<file path="src/rtl/battleship_pkg.sv">
// battleship_pkg: shared grid type, game states and grid helper functions
package battleship_pkg;
    localparam int GRID = 5;
    typedef logic [GRID-1:0][GRID-1:0] grid_t;
    typedef enum logic [2:0] {IDLE, PLACE, ATTACK, WIN, LOSE} game_state_t;
    typedef struct packed {
        logic       found;
        logic [2:0] row;
        logic [2:0] col;
    } cell_t;

    // Scanning backwards leaves the lowest row-major free cell as the final hit.
    function automatic cell_t first_free(grid_t g);
        cell_t f;
        f = '0;
        for (int r = GRID - 1; r >= 0; r--)
            for (int c = GRID - 1; c >= 0; c--)
                if (!g[r][c]) f = '{1'b1, 3'(r), 3'(c)};
        return f;
    endfunction

    function automatic logic [4:0] popcount(grid_t g);
        logic [4:0] n;
        n = '0;
        for (int r = 0; r < GRID; r++)
            for (int c = 0; c < GRID; c++)
                n = n + 5'(g[r][c]);
        return n;
    endfunction
endpackage

</file>
<file path="src/rtl/battleship_if.sv">
// battleship_if: button levels and enemy layout in, game matrices and status out
interface battleship_if;
    import battleship_pkg::*;
    logic        start;
    logic        btn_up;
    logic        btn_down;
    logic        btn_left;
    logic        btn_right;
    logic        btn_fire;
    grid_t       enemy_barcos;
    grid_t       matriz_barcos;
    grid_t       matriz_disparos;
    grid_t       matriz_golpes;
    logic [2:0]  cursor_row;
    logic [2:0]  cursor_col;
    logic [3:0]  seconds_left;
    logic [4:0]  shots_left;
    game_state_t state;
    logic        win;
    logic        lose;

    modport master (
        output start, btn_up, btn_down, btn_left, btn_right, btn_fire, enemy_barcos,
        input  matriz_barcos, matriz_disparos, matriz_golpes, cursor_row, cursor_col,
               seconds_left, shots_left, state, win, lose
    );
    modport slave (
        input  start, btn_up, btn_down, btn_left, btn_right, btn_fire, enemy_barcos,
        output matriz_barcos, matriz_disparos, matriz_golpes, cursor_row, cursor_col,
               seconds_left, shots_left, state, win, lose
    );
endinterface

</file>
<file path="src/rtl/battleship_game_turn_timer.sv">
// turn_timer: one-second prescaler and per-turn countdown with expiry pulse
module turn_timer #(
    parameter int CLK_HZ       = 50_000_000,
    parameter int TURN_SECONDS = 15
) (
    input  logic       clk,
    input  logic       rst,
    input  logic       run,
    input  logic       reload,
    output logic [3:0] seconds_left,
    output logic       expire
);
    localparam int PW = CLK_HZ > 1 ? $clog2(CLK_HZ) : 1;

    logic [PW-1:0] presc_q, presc_d;
    logic [3:0]    sec_q, sec_d;
    logic          tick;

    // Tick on prescaler wrap; an expiry reloads the countdown on its own cycle
    always_comb begin
        tick    = run && presc_q == PW'(CLK_HZ - 1);
        expire  = tick && sec_q == 4'd0;
        presc_d = (reload || tick) ? '0 : run ? presc_q + 1'b1 : presc_q;
        sec_d   = (reload || expire) ? 4'(TURN_SECONDS) : tick ? sec_q - 4'd1 : sec_q;
    end

    // Timer state register
    always_ff @(posedge clk or posedge rst) begin
        if (rst) begin
            presc_q <= '0;
            sec_q   <= 4'(TURN_SECONDS);
        end else begin
            presc_q <= presc_d;
            sec_q   <= sec_d;
        end
    end

    assign seconds_left = sec_q;
endmodule

</file>
<file path="src/rtl/battleship_game.sv">
// battleship_game: cursor, placement, shooting and win/lose engine for the 5x5 board
module battleship_game #(
    parameter int CLK_HZ       = 50_000_000,
    parameter int TURN_SECONDS = 15,
    parameter int NUM_SHIPS    = 5,
    parameter int MAX_SHOTS    = 15
) (
    input logic         clk,
    input logic         rst,
    battleship_if.slave gif
);
    import battleship_pkg::*;

    game_state_t state_q, state_d;
    grid_t       barcos_q, barcos_d, disparos_q, disparos_d, golpes_q, golpes_d, enemy_q, enemy_d;
    logic [4:0]  target_q, target_d, hits_q, hits_d, placed_q, placed_d, shots_q, shots_d;
    logic [2:0]  row_q, row_d, col_q, col_d;
    logic        win_q, win_d, lose_q, lose_d;
    logic [5:0]  lvl, prev_q, edge_q;
    logic        start_e, fire_e, up_e, down_e, left_e, right_e;
    logic        reload, expire, run, manual, shoot, hit;
    logic [2:0]  sr, sc;
    logic [4:0]  pop, hits_n;
    logic [3:0]  secs;
    cell_t       ff;

    assign lvl = {gif.start, gif.btn_fire, gif.btn_up, gif.btn_down, gif.btn_left, gif.btn_right};
    assign run = state_q == ATTACK;

    turn_timer #(.CLK_HZ(CLK_HZ), .TURN_SECONDS(TURN_SECONDS)) u_timer (
        .clk(clk), .rst(rst), .run(run), .reload(reload), .seconds_left(secs), .expire(expire)
    );

    // State register plus registered button edges (detected at N, acted on at N+1)
    always_ff @(posedge clk or posedge rst) begin
        if (rst) begin
            state_q <= IDLE;
            barcos_q <= '0; disparos_q <= '0; golpes_q <= '0; enemy_q <= '0;
            target_q <= '0; hits_q <= '0; placed_q <= '0; shots_q <= 5'(MAX_SHOTS);
            row_q <= '0; col_q <= '0; win_q <= 1'b0; lose_q <= 1'b0;
            prev_q <= '0; edge_q <= '0;
        end else begin
            state_q <= state_d;
            barcos_q <= barcos_d; disparos_q <= disparos_d; golpes_q <= golpes_d; enemy_q <= enemy_d;
            target_q <= target_d; hits_q <= hits_d; placed_q <= placed_d; shots_q <= shots_d;
            row_q <= row_d; col_q <= col_d; win_q <= win_d; lose_q <= lose_d;
            prev_q <= lvl; edge_q <= lvl & ~prev_q;
        end
    end

    // Next state: one prioritised action per cycle, a manual shot beats a timeout shot
    always_comb begin
        state_d = state_q;
        barcos_d = barcos_q; disparos_d = disparos_q; golpes_d = golpes_q; enemy_d = enemy_q;
        target_d = target_q; hits_d = hits_q; placed_d = placed_q; shots_d = shots_q;
        row_d = row_q; col_d = col_q; win_d = win_q; lose_d = lose_q;
        reload = 1'b0;
        start_e = edge_q[5];
        fire_e = edge_q[4];
        up_e = edge_q[3] && !edge_q[4];
        down_e = edge_q[2] && !(|edge_q[4:3]);
        left_e = edge_q[1] && !(|edge_q[4:2]);
        right_e = edge_q[0] && !(|edge_q[4:1]);
        pop = popcount(gif.enemy_barcos);
        ff = first_free(disparos_q);
        manual = state_q == ATTACK && fire_e && !disparos_q[row_q][col_q];
        shoot = manual || (state_q == ATTACK && expire && ff.found);
        sr = manual ? row_q : ff.row;
        sc = manual ? col_q : ff.col;
        hit = enemy_q[sr][sc];
        hits_n = hits_q + 5'(hit);
        if (start_e && (state_q == IDLE || state_q == WIN || state_q == LOSE)) begin
            state_d = PLACE;
            barcos_d = '0; disparos_d = '0; golpes_d = '0; enemy_d = '0;
            target_d = '0; hits_d = '0; placed_d = '0; shots_d = 5'(MAX_SHOTS);
            row_d = '0; col_d = '0; win_d = 1'b0; lose_d = 1'b0;
            reload = 1'b1;
        end else if (state_q == PLACE || state_q == ATTACK) begin
            row_d = up_e ? (row_q == 3'd0 ? 3'(GRID - 1) : row_q - 3'd1)
                  : down_e ? (row_q == 3'(GRID - 1) ? 3'd0 : row_q + 3'd1) : row_q;
            col_d = left_e ? (col_q == 3'd0 ? 3'(GRID - 1) : col_q - 3'd1)
                  : right_e ? (col_q == 3'(GRID - 1) ? 3'd0 : col_q + 3'd1) : col_q;
            if (state_q == PLACE && fire_e && !barcos_q[row_q][col_q]) begin
                barcos_d[row_q][col_q] = 1'b1;
                placed_d = placed_q + 5'd1;
                if (placed_d == 5'(NUM_SHIPS)) begin
                    enemy_d = gif.enemy_barcos;
                    target_d = pop;
                    shots_d = 5'(MAX_SHOTS);
                    reload = 1'b1;
                    state_d = pop == 5'd0 ? WIN : ATTACK;
                    win_d = pop == 5'd0;
                end
            end
            if (shoot) begin
                disparos_d[sr][sc] = 1'b1;
                golpes_d[sr][sc] = hit;
                hits_d = hits_n;
                shots_d = shots_q - 5'd1;
                reload = 1'b1;
                if (hits_n == target_q) begin
                    state_d = WIN;
                    win_d = 1'b1;
                end else if (shots_d == 5'd0) begin
                    state_d = LOSE;
                    lose_d = 1'b1;
                end
            end
        end
    end

    // Drive the registered game view onto the bus
    always_comb begin
        gif.matriz_barcos = barcos_q;
        gif.matriz_disparos = disparos_q;
        gif.matriz_golpes = golpes_q;
        gif.cursor_row = row_q;
        gif.cursor_col = col_q;
        gif.seconds_left = secs;
        gif.shots_left = shots_q;
        gif.state = state_q;
        gif.win = win_q;
        gif.lose = lose_q;
    end
endmodule

</file>
<file path="src/flat_wrapper.sv">
// flat-port wrapper written by rule: the top's interface ports become plain ports
module battleship_game_flat import battleship_pkg::*;
#(
    parameter int CLK_HZ       = 50_000_000,
    parameter int TURN_SECONDS = 15,
    parameter int NUM_SHIPS    = 5,
    parameter int MAX_SHOTS    = 15
)
  (clk, rst, gif_start, gif_btn_up, gif_btn_down, gif_btn_left, gif_btn_right, gif_btn_fire, gif_enemy_barcos, gif_matriz_barcos, gif_matriz_disparos, gif_matriz_golpes, gif_cursor_row, gif_cursor_col, gif_seconds_left, gif_shots_left, gif_state, gif_win, gif_lose);
  battleship_if gif_i ();
  input logic clk;
  input logic rst;
  input wire logic [$bits(gif_i.start)-1:0] gif_start;
  input wire logic [$bits(gif_i.btn_up)-1:0] gif_btn_up;
  input wire logic [$bits(gif_i.btn_down)-1:0] gif_btn_down;
  input wire logic [$bits(gif_i.btn_left)-1:0] gif_btn_left;
  input wire logic [$bits(gif_i.btn_right)-1:0] gif_btn_right;
  input wire logic [$bits(gif_i.btn_fire)-1:0] gif_btn_fire;
  input wire logic [$bits(gif_i.enemy_barcos)-1:0] gif_enemy_barcos;
  output wire logic [$bits(gif_i.matriz_barcos)-1:0] gif_matriz_barcos;
  output wire logic [$bits(gif_i.matriz_disparos)-1:0] gif_matriz_disparos;
  output wire logic [$bits(gif_i.matriz_golpes)-1:0] gif_matriz_golpes;
  output wire logic [$bits(gif_i.cursor_row)-1:0] gif_cursor_row;
  output wire logic [$bits(gif_i.cursor_col)-1:0] gif_cursor_col;
  output wire logic [$bits(gif_i.seconds_left)-1:0] gif_seconds_left;
  output wire logic [$bits(gif_i.shots_left)-1:0] gif_shots_left;
  output wire logic [$bits(gif_i.state)-1:0] gif_state;
  output wire logic [$bits(gif_i.win)-1:0] gif_win;
  output wire logic [$bits(gif_i.lose)-1:0] gif_lose;
  assign gif_i.start = gif_start;
  assign gif_i.btn_up = gif_btn_up;
  assign gif_i.btn_down = gif_btn_down;
  assign gif_i.btn_left = gif_btn_left;
  assign gif_i.btn_right = gif_btn_right;
  assign gif_i.btn_fire = gif_btn_fire;
  assign gif_i.enemy_barcos = gif_enemy_barcos;
  assign gif_matriz_barcos = gif_i.matriz_barcos;
  assign gif_matriz_disparos = gif_i.matriz_disparos;
  assign gif_matriz_golpes = gif_i.matriz_golpes;
  assign gif_cursor_row = gif_i.cursor_row;
  assign gif_cursor_col = gif_i.cursor_col;
  assign gif_seconds_left = gif_i.seconds_left;
  assign gif_shots_left = gif_i.shots_left;
  assign gif_state = gif_i.state;
  assign gif_win = gif_i.win;
  assign gif_lose = gif_i.lose;
  battleship_game #(.CLK_HZ(CLK_HZ), .TURN_SECONDS(TURN_SECONDS), .NUM_SHIPS(NUM_SHIPS), .MAX_SHOTS(MAX_SHOTS)) u_core (.clk(clk), .rst(rst), .gif(gif_i));
endmodule
</file>
<file path="config.mk">
export PLATFORM = sky130hd
export DESIGN_NAME = battleship_game_flat
export DESIGN_NICKNAME = d
export VERILOG_FILES = /design/src/rtl/battleship_pkg.sv /design/src/rtl/battleship_if.sv /design/src/rtl/battleship_game_turn_timer.sv /design/src/rtl/battleship_game.sv /design/src/flat_wrapper.sv
export SDC_FILE = /design/constraint.sdc
export NUM_CORES = 1
export LEC_CHECK = 0
export ABC_AREA = 1
export CORE_MARGIN = 5
export CORE_UTILIZATION = 45
export DETAILED_ROUTE_END_ITERATION = 8
export GPL_ROUTABILITY_DRIVEN = 0
export GPL_TIMING_DRIVEN = 0
export HOLD_SLACK_MARGIN = 0.06
export PLACE_DENSITY = 0.69
export SLEW_MARGIN = 0
export SYNTH_ARGS = -nofsm -noshare
export SYNTH_HDL_FRONTEND = slang
export SYNTH_SLANG_ARGS = --single-unit
export TNS_END_PERCENT = 10
</file>
<file path="constraint.sdc">
create_clock -name clk -period 6.7 [get_ports clk]
set_clock_uncertainty 0.2 [all_clocks]
set_input_delay 1.34 -clock clk [delete_from_list [all_inputs] [get_ports clk]]
set_output_delay 1.34 -clock clk [all_outputs]
set_load 0.01 [all_outputs]
</file>
Word level (Yosys, flattened, before mapping)
Index checks and enable logic that the tools add are counted.

Magnitude comparators: 8. Muxes and demuxes: 116. Add/sub/neg operators: 33. Bitwise logic cells: 4. Equal/unequal tests: 10. Reduce and logical (&&, ||, !) cells: 56.

Operator list (count): $mux W25 (13); $mux W7 (25); $add A5 B1 Y5 (24); $mux W5 (20); $mux W3 (21); $mux W26 (2); $or A25 B25 Y25 (2); $bmux W5 S3 (3); $demux W5 S3 (2); $add A26 B1 Y26 const B (1); $eq A26 B26 Y1 const B (1); $bwmux W25 (1); $mux W1 (22); $logic_and A1 B1 Y1 (17); $lt A3 B4 Y1 const B (4); $reduce_bool A2 Y1 (7); $ge A3 B1 Y1 const B (4); $reduce_bool A3 Y1 (4); $logic_not A5 Y1 (2); $bmux W1 S3 (3); $eq A3 B3 Y1 const B (3); $logic_not A3 Y1 (3); $mux W4 (2); $reduce_and A2 Y1 (4); 22 further kinds (37).

Output and inout port bits: 95. Word-level logic and storage cells: 260. Register bits after elaboration: 173.

Logic depth before layout (Yosys ltp)
Depth in word-level cells: 36. Depth in mapped cells: 38.

By module
From an unflattened synthesis, not the netlist that was laid out.

Cells, all modules: 1258. Area, all modules: 9953.3 sq um.

Modules (own cells, without submodules): battleship_game (area each 7985.2 sq um, cells each 978, times used 1, sequential area each 3583.4 sq um); turn_timer (area each 1968.1 sq um, cells each 280, times used 1, sequential area each 755.7 sq um).

Worst setup path after synthesis
OpenSTA, ideal clock, no wires.

Path type: input to register. Start point: input gif_enemy_barcos[0]. End point: register u_core.state_q[0] (netlist: u_core.gif.state[0]). Data arrival time: 5.277 ns. Cell stages on the path: 19. Slack: 1.093 ns. Required time: 6.370 ns. Buffers on the path: 0. Setup time: 0.130 ns. Cells stage by stage: ha_1 -> inv_1 -> fa_1 -> inv_1 -> fa_1 -> fa_1 -> fa_1 -> inv_1 -> fa_1 -> inv_1 -> ha_1 -> inv_1 -> fa_1 -> xor2_1 -> nand4_1 -> nand3b_1 -> o21ai_0 -> a21oi_1 -> nand2_1.

Word-level cells in the longest chain between the ends: 33.

Ends and longest elaborated chain: from (decl) (RTL line flat_wrapper.sv:19) `input wire logic [$bits(gif_i.enemy_barcos)-1:0] gif_enemy_barcos;`; $add A1 B1 Y2 (*) (RTL line battleship_pkg.sv:27) `n = n + 5'(g[r][c]);`; $add A5 B1 Y5 (*) (23 in a row) (RTL line battleship_pkg.sv:27); $logic_not A5 Y1 (*) (RTL line battleship_game.sv:91) `state_d = pop == 5'd0 ? WIN : ATTACK;`; $mux W1 (*) (RTL line battleship_game.sv:91); $mux W3 (*) (RTL line battleship_game.sv:86) `if (placed_d == 5'(NUM_SHIPS)) begin`; $mux W3 (*) (RTL line battleship_game.sv:83) `if (state_q == PLACE && fire_e && !barcos_q[row_q][col_q]) begin`; $mux W3 (RTL line battleship_game.sv:104) `end else if (shots_d == 5'd0) begin`; $mux W3 (RTL line battleship_game.sv:101) `if (hits_n == target_q) begin`; $mux W3 (*) (RTL line battleship_game.sv:95) `if (shoot) begin`; $mux W3 (*) (RTL line battleship_game.sv:78) `end else if (state_q == PLACE || state_q == ATTACK) begin`; $mux W3 (*) (RTL line battleship_game.sv:72) `if (start_e && (state_q == IDLE || state_q == WIN || state_q == LOSE)) begin`; to (signal assigned) (RTL line battleship_game.sv:43) `state_q <= state_d;`; to (decl) (RTL line battleship_game.sv:14) `game_state_t state_q, state_d;`.

Mark *: on every way between the ends. The rest lies on a longest branch, timed or not. The select of a mux whose other input is x is not followed. A chain may end at the register's enable or synchronous reset.

Worst setup path in the final report
Start point: input gif_enemy_barcos[0]. End point: register u_core.win_q (netlist: u_core.gif.win).

Word-level cells in the longest chain between the ends: 31.

Ends and longest elaborated chain: $add A1 B1 Y2 (*) (RTL line battleship_pkg.sv:27); $add A5 B1 Y5 (*) (23 in a row) (RTL line battleship_pkg.sv:27); $logic_not A5 Y1 (*) (RTL line battleship_game.sv:92) `win_d = pop == 5'd0;`; $mux W1 (*) (RTL line battleship_game.sv:86); $mux W1 (*) (RTL line battleship_game.sv:83); $mux W1 (RTL line battleship_game.sv:101); $mux W1 (*) (RTL line battleship_game.sv:95); $mux W1 (*) (RTL line battleship_game.sv:78); $mux W1 (*) (RTL line battleship_game.sv:72); to (signal assigned) (RTL line battleship_game.sv:46) `row_q <= row_d; col_q <= col_d; win_q <= win_d; lose_q <= lose_d;`; to (decl) (RTL line battleship_game.sv:18) `logic win_q, win_d, lose_q, lose_d;`.

Marks and branches as above.

==> metrics.csv <==
stage,metric,value,unit
critical_path,worstPathCellList,clkdlybuf4s50_1 > ha_1 > inv_1 > fa_1 > inv_1 > fa_1 > fa_1 > fa_1 > inv_1 > fa_1 > inv_1 > ha_1 > inv_1 > fa_1 > xor2_1 > nand4_1 > nand3b_1 > o211ai_1 > nand2_1 > inv_1,
synth,ys_warn_count,0,
clocking,cts_htree_levels,4,
synth,synth_cell_type_count,47,
synth,synth_fp_nets,1256,
job,cap_violations,0,
global_routing,grt_pass1_wl,42.9,mm
power,ir_drop,0.000189,V
detailed_routing,dr_wl_met3,1.42,mm
synth,syn_inst,1181,
power,p_leak,5.46,nW
die,coreArea,21600,µm²
detailed_routing,drtPass1Iterations,5,
detailed_routing,wl_met1,12.0,mm
min_path,hold_start,u_core.prev_q[3],
global_routing,grt_max_degree,100,
global_routing,antenna_found_initial,0,
final_layout,stdcell_area,12100,µm²
timing,period_share,87.9,%
synth,synth_top_area_share,42.1,%
synth,ys_async_sr_fraction,100,%
critical_path,cp-end-kind,flip-flop,
final_layout,diodes,0,
final_layout,nNetsFinal,1403,
synth,netlist_top_cells_area,"dfrtp_1 42%, nand2_1 8.0%, inv_1 6.1%, nand3_1 4.4%, nor2_1 4.2%",
detailed_routing,remaining_drc_errors,0,
critical_path,crit_arrival,6.07,ns
critical_path,r2r-start,u_core.gif.state[1],
critical_path,path_max_fanout,2,
die,ios,128,
timing,final.min_clock_period,5.89,ns
synth,ys_seq_area_share,44.2,%
critical_path,startpoint_type,input pin,
min_path,hold_end,u_core.edge_q[3],
clocking,cts_buffers,17,
critical_path,slowest_delay,0.53,ns
die,die_x,158,µm
clocking,clockBufferDepth,2,
critical_path,critPathKind,input pin to flip-flop,
min_path,hold_path_class,flip-flop to flip-flop,
global_routing,grt_overflow,0,
clocking,clockRootBuffer,clkbuf_16,
die,start_util,45.4,%
die,die_area,24900,µm²
die,rows,54,
timing,relSlewSlack,39.2,%
critical_path,cpLargestDelayFamily,adder cells,
critical_path,crit_path_top_delay_cell,fa_1,
clocking,cts_setup_buffers,0,
critical_path,reg2regPathDepth,31,
detailed_routing,avgRoutedWirePerCell,16.3,µm
timing,fmax,0.170,GHz
placement,hpwl,20.1,mm
final_layout,area_delta_synth_final,22.9,%
clocking,cts_tree,yes,
timing,rsz0062_at_grt,false,
synth,yosysMostFrequentCell,nand2_1,
synth,synth_area_leader_cell,dfrtp_1,
detailed_routing,via_count,8538,
detailed_routing,via_per_inst,5.27,
clocking,clk_latency,0.44,ns
final_layout,drive_above_1_share,9.84,%
critical_path,required,6.88,ns
synth,ys_top_cells_by_count,"208 x nand2_1, 165 x dfrtp_1, 160 x inv_1, 110 x nor2_1, 87 x nand3_1",
final_layout,finalCoreUtilization,55.8,%
detailed_routing,top_layer_used,met4,
clocking,cts_resized,0,
status,status,"complete, no violations",
critical_path,r2r_end,u_core.gif.state[1],
timing,finalSetupViolations,0,
placement,place_area,11500,µm²
synth,synth_edf_count,0,
timing,final_max_slew_viol_count,0,
global_routing,track_usage,21.8,%
placement,io_buffers,127,
detailed_routing,drt_wl_total,26.4,mm
power,power.density,339,nW/µm²
synth,ys_ff_latch,173,
detailed_routing,drt_iter0_drc,622,
timing,tightest_slew,0.908,ns
synth,syn_area,9810,µm²
clocking,cts.clk_slew.worst_paths,0.07,ns
synth,synth_ff_type,dfrtp_1,
min_path,min_path_cells,1,
timing,finalHoldViolCount,0,
detailed_routing,drtAntennaViolNets,0,
power,total_power,4.09,mW
clocking,cts_hold_buf,0,
global_routing,grt_pass1_vias,8217,
critical_path,critPathBufInv,7,
detailed_routing,wl_met2,12.4,mm
synth,syn_area_per_cell,8.31,µm²
clocking,cts.sinks,173,
critical_path,r2r_setup_slack,1.43,ns
die,fp.dieH,158,µm
[worst max-delay path by stage]
stage                   startpoint                     endpoint  slack, ns  cells after the start
6_report       gif_enemy_barcos[0]               u_core.gif.win       0.81                     20
5_1_grt        gif_enemy_barcos[1]          u_core.gif.state[0]       0.55                     20
4_1_cts        gif_enemy_barcos[0]               u_core.gif.win       0.80                     20
3_5_place_dp   gif_enemy_barcos[0]               u_core.gif.win       0.35                     20
3_3_place_gp                   rst  u_core.gif.matriz_golpes[6]      -1.89                      2
2_1_floorplan                  rst             u_core.edge_q[0]       0.48                      1
[registers in the layout, indices dropped and copies added, names as in the netlist]
register                     cells
u_core.gif.cursor_col            3
u_core.enemy_q                  25
u_core.gif.matriz_disparos      25
u_core.gif.win                   1
u_core.placed_q                  5
u_core.gif.matriz_barcos        25
u_core.gif.state                 3
u_core.gif.cursor_row            3
u_core.u_timer.seconds_left      4
u_core.hits_q                    5
u_core.edge_q                    6
u_core.gif.lose                  1
u_core.gif.matriz_golpes        25
u_core.gif.shots_left            5
u_core.prev_q                    6
u_core.u_timer.presc_q          26
u_core.target_q                  5
[per-stage QoR]
stage | setup TNS (ns) | hold WS, ns | instances | setup slack [ns]
2_1_floorplan | 0 | 0.176 | 1181 | 0.485
3_3_place_gp | -308.81 | 0.187 | 1588 | -1.89
3_5_place_dp | 0 | 0.193 | 1589 | 0.351
4_1_cts | 0 | 0.201 | 1621 | 0.799
5_1_grt | 0 | 0.215 | 1621 | 0.550
6_report | 0 | 0.197 | 1621 | 0.811
[layout by cell type (no fill, tap or decap), types with 4 or more instances in the layout]
cell	netlist	final
a21oi_1	39	39
a21oi_2	19	19
a31oi_1	17	17
buf_2	8	8
buf_6	8	8
clkbuf_1	15	15
clkbuf_16	0	17
clkdlybuf4s50_1	0	127
clkinv_8	0	4
dfrtp_1	165	165
dfstp_2	8	8
fa_1	18	18
ha_1	24	24
inv_1	160	159
inv_2	18	18
inv_6	0	4
inv_8	0	5
nand2_1	208	208
nand2_2	10	10
nand3_1	87	87
nand4_1	18	18
nor2_1	110	110
nor2_4	4	4
nor3_1	16	16
nor3_2	6	6
nor4_1	9	9
o21a_1	25	25
o21ai_0	73	73
o21ai_1	20	20
o22ai_1	21	21
o31ai_1	6	6
xnor2_1	5	5
xor2_1	27	27
[where the power goes]
part / total [mW] / internal (mW) / switching, mW
Combinational: 1.69 / 0.679 / 1.01
Sequential: 1.41 / 1.25 / 0.159
Clock: 0.993 / 0.502 / 0.491
Total: 4.09 / 2.43 / 1.66
[per-layer routing]
layer  GRT usage, %  up-vias
met3           3.42       41
met2           34.7      256
met5              0        -
met4           7.33        0
li1               -     4182
met1           30.6     4059
[logic make-up (layout without fill, tap and decap cells)]
logic type      count (synthesis)  in the layout  share of synthesized area, %
simple gates                  483            483                          22.5
compound gates                238            238                          14.8
buf+inv                       213            373                          8.91
flops                         173            173                          44.2
fa+ha+maj                      42             42                          6.73
xor+xnor                       32             32                          2.86
[area by class of cell]
cell class | instances | area [µm²]
Buffer | 33 | 194
Clock buffer | 17 | 425
Clock inverter | 15 | 169
Fill cell | 2007 | 9560
Inverter | 180 | 688
Multi-Input combinational cell | 795 | 4600
Sequential cell | 173 | 4340
Tap cell | 280 | 350
Timing Repair Buffer | 128 | 1300
[worst reg2reg max path, delay by kind of cell, from the launching register on]
family	cells	cell delay, ns
buffers and inverters	8	0.72
AO/OA/AOI/OAI	3	0.54
XOR/XNOR	2	0.36
AND/OR/NAND/NOR	16	2.54
adder cells (fa/ha/maj)	2	0.41
flip-flops	1	0.44
No activity file was read; power rests on OpenSTA's default activity.
